File: src/rtl/cpu_bus_interface.sv
// rtl/cpu_bus_interface.sv - per-CPU requester stage driving one system_bus port
module cpu_bus_interface #(
    parameter int TIMEOUT = 64,
    parameter int CNT_W   = 7
) (
    input  logic       clk,
    input  logic       rst_n,
    input  logic       cpu_valid,
    output logic       cpu_ready,
    input  logic       cpu_rw,
    input  logic [7:0] cpu_addr,
    input  logic [7:0] cpu_wdata,
    output logic       resp_valid,
    output logic [7:0] resp_rdata,
    output logic       resp_err,
    output logic       req,
    output logic [7:0] bus_addr,
    output logic [7:0] bus_wdata,
    output logic       rw_select,
    input  logic       enable,
    input  logic [7:0] bus_rdata
);

    typedef enum logic [1:0] {
        IDLE     = 2'd0,
        WAIT_GNT = 2'd1,
        XFER     = 2'd2,
        RESP     = 2'd3
    } state_t;

    localparam logic [CNT_W-1:0] CNT_LAST = CNT_W'(TIMEOUT - 1);
    localparam logic [CNT_W-1:0] CNT_MAX  = {CNT_W{1'b1}};

    state_t           state_q, state_d;
    logic             cpu_ready_q, cpu_ready_d;
    logic             req_q, req_d;
    logic [7:0]       bus_addr_q, bus_addr_d;
    logic [7:0]       bus_wdata_q, bus_wdata_d;
    logic             rw_select_q, rw_select_d;
    logic             resp_valid_q, resp_valid_d;
    logic [7:0]       resp_rdata_q, resp_rdata_d;
    logic             resp_err_q, resp_err_d;
    logic [CNT_W-1:0] cnt_q, cnt_d;

    // Next-state and next-output logic; every output is registered so the
    // values computed here appear on the ports one cycle later.
    always_comb begin
        state_d      = state_q;
        cpu_ready_d  = cpu_ready_q;
        req_d        = req_q;
        bus_addr_d   = bus_addr_q;
        bus_wdata_d  = bus_wdata_q;
        rw_select_d  = rw_select_q;
        resp_valid_d = 1'b0;
        resp_rdata_d = resp_rdata_q;
        resp_err_d   = resp_err_q;
        cnt_d        = cnt_q;

        case (state_q)
            IDLE: begin
                cpu_ready_d = 1'b1;
                resp_err_d  = 1'b0;
                if (cpu_valid && cpu_ready_q) begin
                    rw_select_d = cpu_rw;
                    bus_addr_d  = cpu_addr;
                    bus_wdata_d = cpu_wdata;
                    req_d       = 1'b1;
                    cpu_ready_d = 1'b0;
                    cnt_d       = '0;
                    state_d     = WAIT_GNT;
                end
            end
            WAIT_GNT: begin
                cnt_d = (cnt_q == CNT_MAX) ? cnt_q : cnt_q + 1'b1;
                if (enable) begin
                    // The grant cycle is the first cycle of the data window,
                    // so a read captures the bus here as well.
                    state_d = XFER;
                    req_d   = 1'b0;
                    if (!rw_select_q) begin
                        resp_rdata_d = bus_rdata;
                    end
                end else if (cnt_q >= CNT_LAST) begin
                    state_d      = RESP;
                    req_d        = 1'b0;
                    resp_valid_d = 1'b1;
                    resp_err_d   = 1'b1;
                end
            end
            XFER: begin
                if (enable) begin
                    if (!rw_select_q) begin
                        resp_rdata_d = bus_rdata;
                    end
                end else begin
                    state_d      = RESP;
                    resp_valid_d = 1'b1;
                    resp_err_d   = 1'b0;
                end
            end
            RESP: begin
                cnt_d       = '0;
                resp_err_d  = 1'b0;
                cpu_ready_d = 1'b1;
                state_d     = IDLE;
            end
            default: begin
                state_d     = IDLE;
                req_d       = 1'b0;
                cpu_ready_d = 1'b1;
                cnt_d       = '0;
            end
        endcase
    end

    // State and output registers; reset drops req at once and discards any
    // transaction in flight without producing a response.
    always_ff @(posedge clk or negedge rst_n) begin
        if (!rst_n) begin
            state_q      <= IDLE;
            cpu_ready_q  <= 1'b1;
            req_q        <= 1'b0;
            bus_addr_q   <= 8'h00;
            bus_wdata_q  <= 8'h00;
            rw_select_q  <= 1'b0;
            resp_valid_q <= 1'b0;
            resp_rdata_q <= 8'h00;
            resp_err_q   <= 1'b0;
            cnt_q        <= '0;
        end else begin
            state_q      <= state_d;
            cpu_ready_q  <= cpu_ready_d;
            req_q        <= req_d;
            bus_addr_q   <= bus_addr_d;
            bus_wdata_q  <= bus_wdata_d;
            rw_select_q  <= rw_select_d;
            resp_valid_q <= resp_valid_d;
            resp_rdata_q <= resp_rdata_d;
            resp_err_q   <= resp_err_d;
            cnt_q        <= cnt_d;
        end
    end

    assign cpu_ready  = cpu_ready_q;
    assign req        = req_q;
    assign bus_addr   = bus_addr_q;
    assign bus_wdata  = bus_wdata_q;
    assign rw_select  = rw_select_q;
    assign resp_valid = resp_valid_q;
    assign resp_rdata = resp_rdata_q;
    assign resp_err   = resp_err_q;

endmodule
File: config.mk
export PLATFORM = sky130hd
export DESIGN_NAME = cpu_bus_interface
export DESIGN_NICKNAME = d
export VERILOG_FILES = /design/src/rtl/cpu_bus_interface.sv
export SDC_FILE = /design/constraint.sdc
export NUM_CORES = 1
export LEC_CHECK = 0
export ABC_AREA = 1
export CELL_PAD_IN_SITES_DETAIL_PLACEMENT = 0
export CELL_PAD_IN_SITES_GLOBAL_PLACEMENT = 1
export CORE_AREA = 2 2 74 76
export CTS_CLUSTER_SIZE = 8
export DETAILED_ROUTE_END_ITERATION = 12
export DIE_AREA = 0 0 76 78
export PLACE_DENSITY_LB_ADDON = 0.1
export SLEW_MARGIN = 20
export SYNTH_ARGS = -nofsm -noshare
export SYNTH_HDL_FRONTEND = slang
export SYNTH_SLANG_ARGS = --single-unit
File: constraint.sdc
create_clock -name clk -period 1.65 [get_ports clk]
set_input_delay 0.33 -clock clk [delete_from_list [all_inputs] [get_ports clk]]
set_output_delay 0.33 -clock clk [all_outputs]
set_load 0.03 [all_outputs]
# == Yosys cells after proc, flatten, opt, wreduce, memory -nomap -nowiden ==
# Cells that the tools add are included.
# W data, S select, Z words.
# word_totals
regBits,38
inputBits,29
out_inout_bits,29
elab_cells,58
# op_classes
n_addsub,1
magnitude_cmp,1
eq_ne,10
n_mux,22
n_bitwise,1
n_reduce_logical,13
# ops
cell,count
$pmux W7 S3,1
$reduce_and A3 Y1,5
$mux W7,2
$mux W1,10
$ne A2 B2 Y1 const B,5
$mux W2,4
$pmux W2 S4,1
$add A7 B1 Y7 const B,1
$eq A7 B7 Y1 const B,1
$ge A7 B6 Y1 const B,1
$pmux W1 S2,3
$eq A2 B2 Y1 const B,2
$reduce_bool A2 Y1,2
$reduce_or A2 Y1,2
$ne A3 B3 Y1 const B,1
$pmux W1 S3,1
$reduce_bool A3 Y1,1
$eq A2 B1 Y1 const B,1
$logic_not A2 Y1,1
$reduce_and A2 Y1,1
$logic_and A1 B1 Y1,1
$not A1 Y1,1

# == Depth between registers and ports, before layout ==
# depth
depth_word,4
depth_mapped,10
ltp_nobuf,9

# == Least setup slack after synthesis ==
# Ideal clock, no wire load.
# synth_path
path_kind,register -> register
start,register state_q[0]
end,"register resp_rdata_q[0], in the netlist resp_rdata[0]"
setup_ps,125
arrival_time_ps,1351
t_required_ps,1525
setup_slack_ps,174
stages_incl_launch_ff,5
path_buffers,0
period_less_slack_ps,1476
cell_sequence,dfrtp_1 inv_1 ha_1 nand2_1 mux2_2
# synth_via
elab_chain_cells,3
word_cells_on_any_way,4
classes_between,eq/ne: 2; reduce/logical: 2
# synth_rtl
element,line_no,source
"start, declared",34,"state_t state_q, state_d;"
"start signal, assigned",131,state_q <= state_d;
$eq A2 B2 Y1 or $eq A2 B1 Y1 (tied branches),59,case (state_q)
$reduce_or A2 Y1 (no line) *,--,
$reduce_and A3 Y1 (no line) *,--,
"end signal, assigned",138,resp_rdata_q <= resp_rdata_d;
"end, declared",41,"logic [7:0] resp_rdata_q, resp_rdata_d;"
# Every way passes the cells marked *; elsewhere a longest branch is shown, timed or not.
# A chain may end at the register's enable or synchronous reset.

# == Final worst setup path ==
# layout_path
start,"register cpu_ready_q, in the netlist cpu_ready"
end,output cpu_ready
# layout_rtl
element,line_no,source
"start, declared",35,"logic cpu_ready_q, cpu_ready_d;"
"start signal, assigned",132,cpu_ready_q <= cpu_ready_d;
"end, declared",9,"output logic cpu_ready,"
# No word-level cell between the ends.

==> run_results.csv <==
group,metric,value,unit
die,die_w,76,µm
worst_setup_path,r2r_cells,4,
global_route,grt_pass1_wl,6389,µm
worst_setup_path,reg2reg_setup_slack,0.09,ns
cts,cts.sinks,38,
yosys,yosysWarnings,0,
finish,insertedDiodeCount,0,
detailed_routing,post_drt_wl_per_cell,12.92,µm
sta,rsz0062_at_grt,"true",
placement,post-place-ws,-0.02448,ns
sta,hold_viol,0,
die,core,5042,µm²
worst_setup_path,crit_chain,"dlygate4sd2_1",
sta,skew,0.005558,ns
placement,routabilityCongestion,0.7378,
sta,setup_slack,0.08799,ns
yosys,yosys_register_bits,38,
yosys,syn_inst,151,
cts,cts.path.max_buffers,2,
detailed_routing,drt_wl_total,3759,µm
die,start_util,0.3370,
cts,cts_root_buffer,"clkbuf_8",
finish,synthToLayoutAreaGrowth,49.71,%
worst_setup_path,cp.arrival,1.23,ns
yosys,synth_nets,185,
status,status,"finished clean",
finish,drive_above_1_share,0.2489,
die,rows,26,
worst_setup_path,crit_buf_inv,1,
worst_setup_path,worst_setup_path_start_kind,"register",
yosys,ys_seq_area_frac,0.5604,
placement,hpwl,2866,µm
sta,relSlewSlack,0.6870,
cts,numCtsBuffers,5,
sta,period_share,0.9467,
worst_setup_path,setup.worst_path.end_class,"output pin",
finish,fin_cells,291,
cts,clk_latency,0.28,ns
sta,max_freq,0.6402,GHz
cts,tritoncts,"built",
worst_setup_path,timing.rr.end,"resp_rdata[7]$_DFFE_PN0P_",
yosys,syn_avg_cell_area,11.25,µm²
placement,place_inst,282,
worst_setup_path,critPathTopFamily,"flip-flops",
sta,setup_violations,0,
yosys,synthDistinctLibCells,22,
worst_setup_path,slowest_stage,"dfstp_2",
cts,h-tree-depth,2,
detailed_routing,drt_pass1_iterations,6,
global_route,antenna_found_initial,0,
sta,fin_crit,1.562,ns
detailed_routing,drtIter0Drc,23,
die,die_area,5928,µm²
cts,clk_pin_slew_worst_paths,0.08,ns
hold_path,min_path_type,"reg -> reg",
placement,port_buffers,57,
worst_setup_path,reg2reg_from,"state_q[0]$_DFFE_PN0P_",
hold_path,hp-start,"resp_err$_DFFE_PN0P_",
finish,fin_util,0.5045,
finish,final_common_cell,"dfrtp_1",
detailed_routing,ant_nets,0,
power_and_ir_drop,powerDensity,1992,nW/µm²
cts,cts_setup_buffers,0,
yosys,syn_area,1699,µm²
power_and_ir_drop,finalPower,5068,µW
global_route,track_usage,0.1367,
finish,final_cell_mix,"37 x dfrtp_1, 27 x nand2_1, 27 x clkdlybuf4s50_1",
die,die_h,78,µm
detailed_routing,routed_via_density,4.526,
finish,nets,254,
worst_setup_path,required,1.32,ns
detailed_routing,vias,1317,
global_route,grt_pass1_vias,1307,
run,drv_cap,0,
worst_setup_path,path_class,"reg -> out",
global_route,grt-ovfl-total,0,
die,io_pins,58,
hold_path,whs_path_depth,2,
global_route,grt_start_max_net_pins,22,
power_and_ir_drop,power_leakage,0.001231,µW
hold_path,hold_path_end,"resp_err$_DFFE_PN0P_",
sta,final_max_slew_viol_count,0,
power_and_ir_drop,max-vdd-ir-drop,959.6,µV
worst_setup_path,slowest_delay,0.54,ns
worst_setup_path,crit_fanout,3,
sta,max_slew.worst_pin.slew,0.4695,ns
detailed_routing,drc,0,
==> worst min-delay path: stages (launching register included) <==
cell	delay, ns
dfrtp_1	0.35
a21oi_1	0.04
nor2_1	0.07
==> layout make-up <==
cell class              count  area (µm²)
clock inverters             3       68.82
well taps                  70       87.58
flip-flops and latches     38       952.2
fillers                   474        2499
multi-input cells          99       689.4
inverters                  11       41.29
clock buffers               5       68.82
repair buffers             65       635.6
==> per-layer routing <==
layer | GRT usage | up-vias | share of wire
li1 | - | 643 | -
met1 | 0.1721 | 632 | 0.43
met2 | 0.2161 | 38 | 0.49
met3 | 0.05116 | 4 | 0.071
met4 | 0.04909 | 0 | 0.012
met5 | 0 | - | 0
==> registers in the layout, summed over array words and instances, names as in the netlist <==
signal,count
cnt_q,7
resp_rdata,8
state_q,2
req,1
bus_addr,8
resp_err,1
bus_wdata,8
resp_valid,1
rw_select,1
cpu_ready,1
==> what timing repair did <==
item | in CTS | in global routing
pin swaps | 0 | 1
endpoints found under the hold margin | 11 | 0
gates cloned | 0 | 0
gates resized for setup | 25 | 7
hold buffers | 1 | 0
setup endpoints to repair | 32 | 9
==> Yosys cell counts <==
| cell type | instances | share of area |
|---|---|---|
| nand4_1 | 1 | 0.0037 |
| o21ai_0 | 5 | 0.015 |
| nand2_2 | 2 | 0.0074 |
| inv_1 | 10 | 0.022 |
| xnor2_1 | 1 | 0.0052 |
| o21ai_2 | 3 | 0.015 |
| nor2_2 | 1 | 0.0037 |
| buf_4 | 1 | 0.0044 |
| buf_6 | 1 | 0.0066 |
| ha_1 | 5 | 0.037 |
| nand2_1 | 28 | 0.062 |
| buf_2 | 1 | 0.0029 |
| dfrtp_1 | 37 | 0.54 |
| or2_2 | 2 | 0.0074 |
| a21oi_1 | 5 | 0.015 |
| inv_2 | 1 | 0.0022 |
| o211ai_1 | 1 | 0.0044 |
| mux2_2 | 25 | 0.17 |
| nand3_1 | 10 | 0.029 |
| o21bai_4 | 1 | 0.011 |
| nor2_1 | 9 | 0.020 |
| dfstp_2 | 1 | 0.015 |
==> per-stage QoR <==
stage                     hold WS (ns)  area, µm²  TNS [ns]
after detailed placement        0.3140       2406  -0.07887
final                           0.4929       2544         0
after global placement          0.3010       2406         0
after CTS                       0.5016       2526         0
after global routing            0.5278       2544  -0.01888
after floorplan                0.03441       1699         0
==> worst max-delay path by stage <==
stage | from | endpoint | slack, ns | cells past startpoint
3_3_place_gp | enable | resp_rdata[7]$_DFFE_PN0P_ | 0.01 | 5
4_1_cts | resp_rdata[6]$_DFFE_PN0P_ | resp_rdata[6] | 0.001 | 1
5_1_grt | cnt_q[0]$_DFFE_PN0P_ | cnt_q[4]$_DFFE_PN0P_ | -0.01 | 8
2_1_floorplan | state_q[0]$_DFFE_PN0P_ | resp_rdata[0]$_DFFE_PN0P_ | 0.17 | 4
3_5_place_dp | state_q[0]$_DFFE_PN0P_ | resp_rdata[7]$_DFFE_PN0P_ | -0.02 | 4
6_report | cpu_ready$_DFFE_PN1N_ | cpu_ready | 0.09 | 1
==> kinds of logic (layout without fill, tap and decap cells) <==
logic type	Yosys count	in the layout	share of synthesized area
and+or+nand+nor	53	53	0.1333
DFF	38	38	0.5604
muxes	25	25	0.1657
AOI/OAI and AO/OA	15	15	0.06038
buffers and inverters	14	84	0.03829
adders and majority gates	5	5	0.03682
xor gates and xnor gates	1	1	0.005156
==> power by group <==
part	internal, µW	switching (µW)	leakage [µW]
Sequential	1340	215	0.000466
Clock	606	342	0.0000683
Combinational	1060	1500	0.000697
Total	3010	2060	0.00123
No activity file was read; power rests on OpenSTA's default activity.
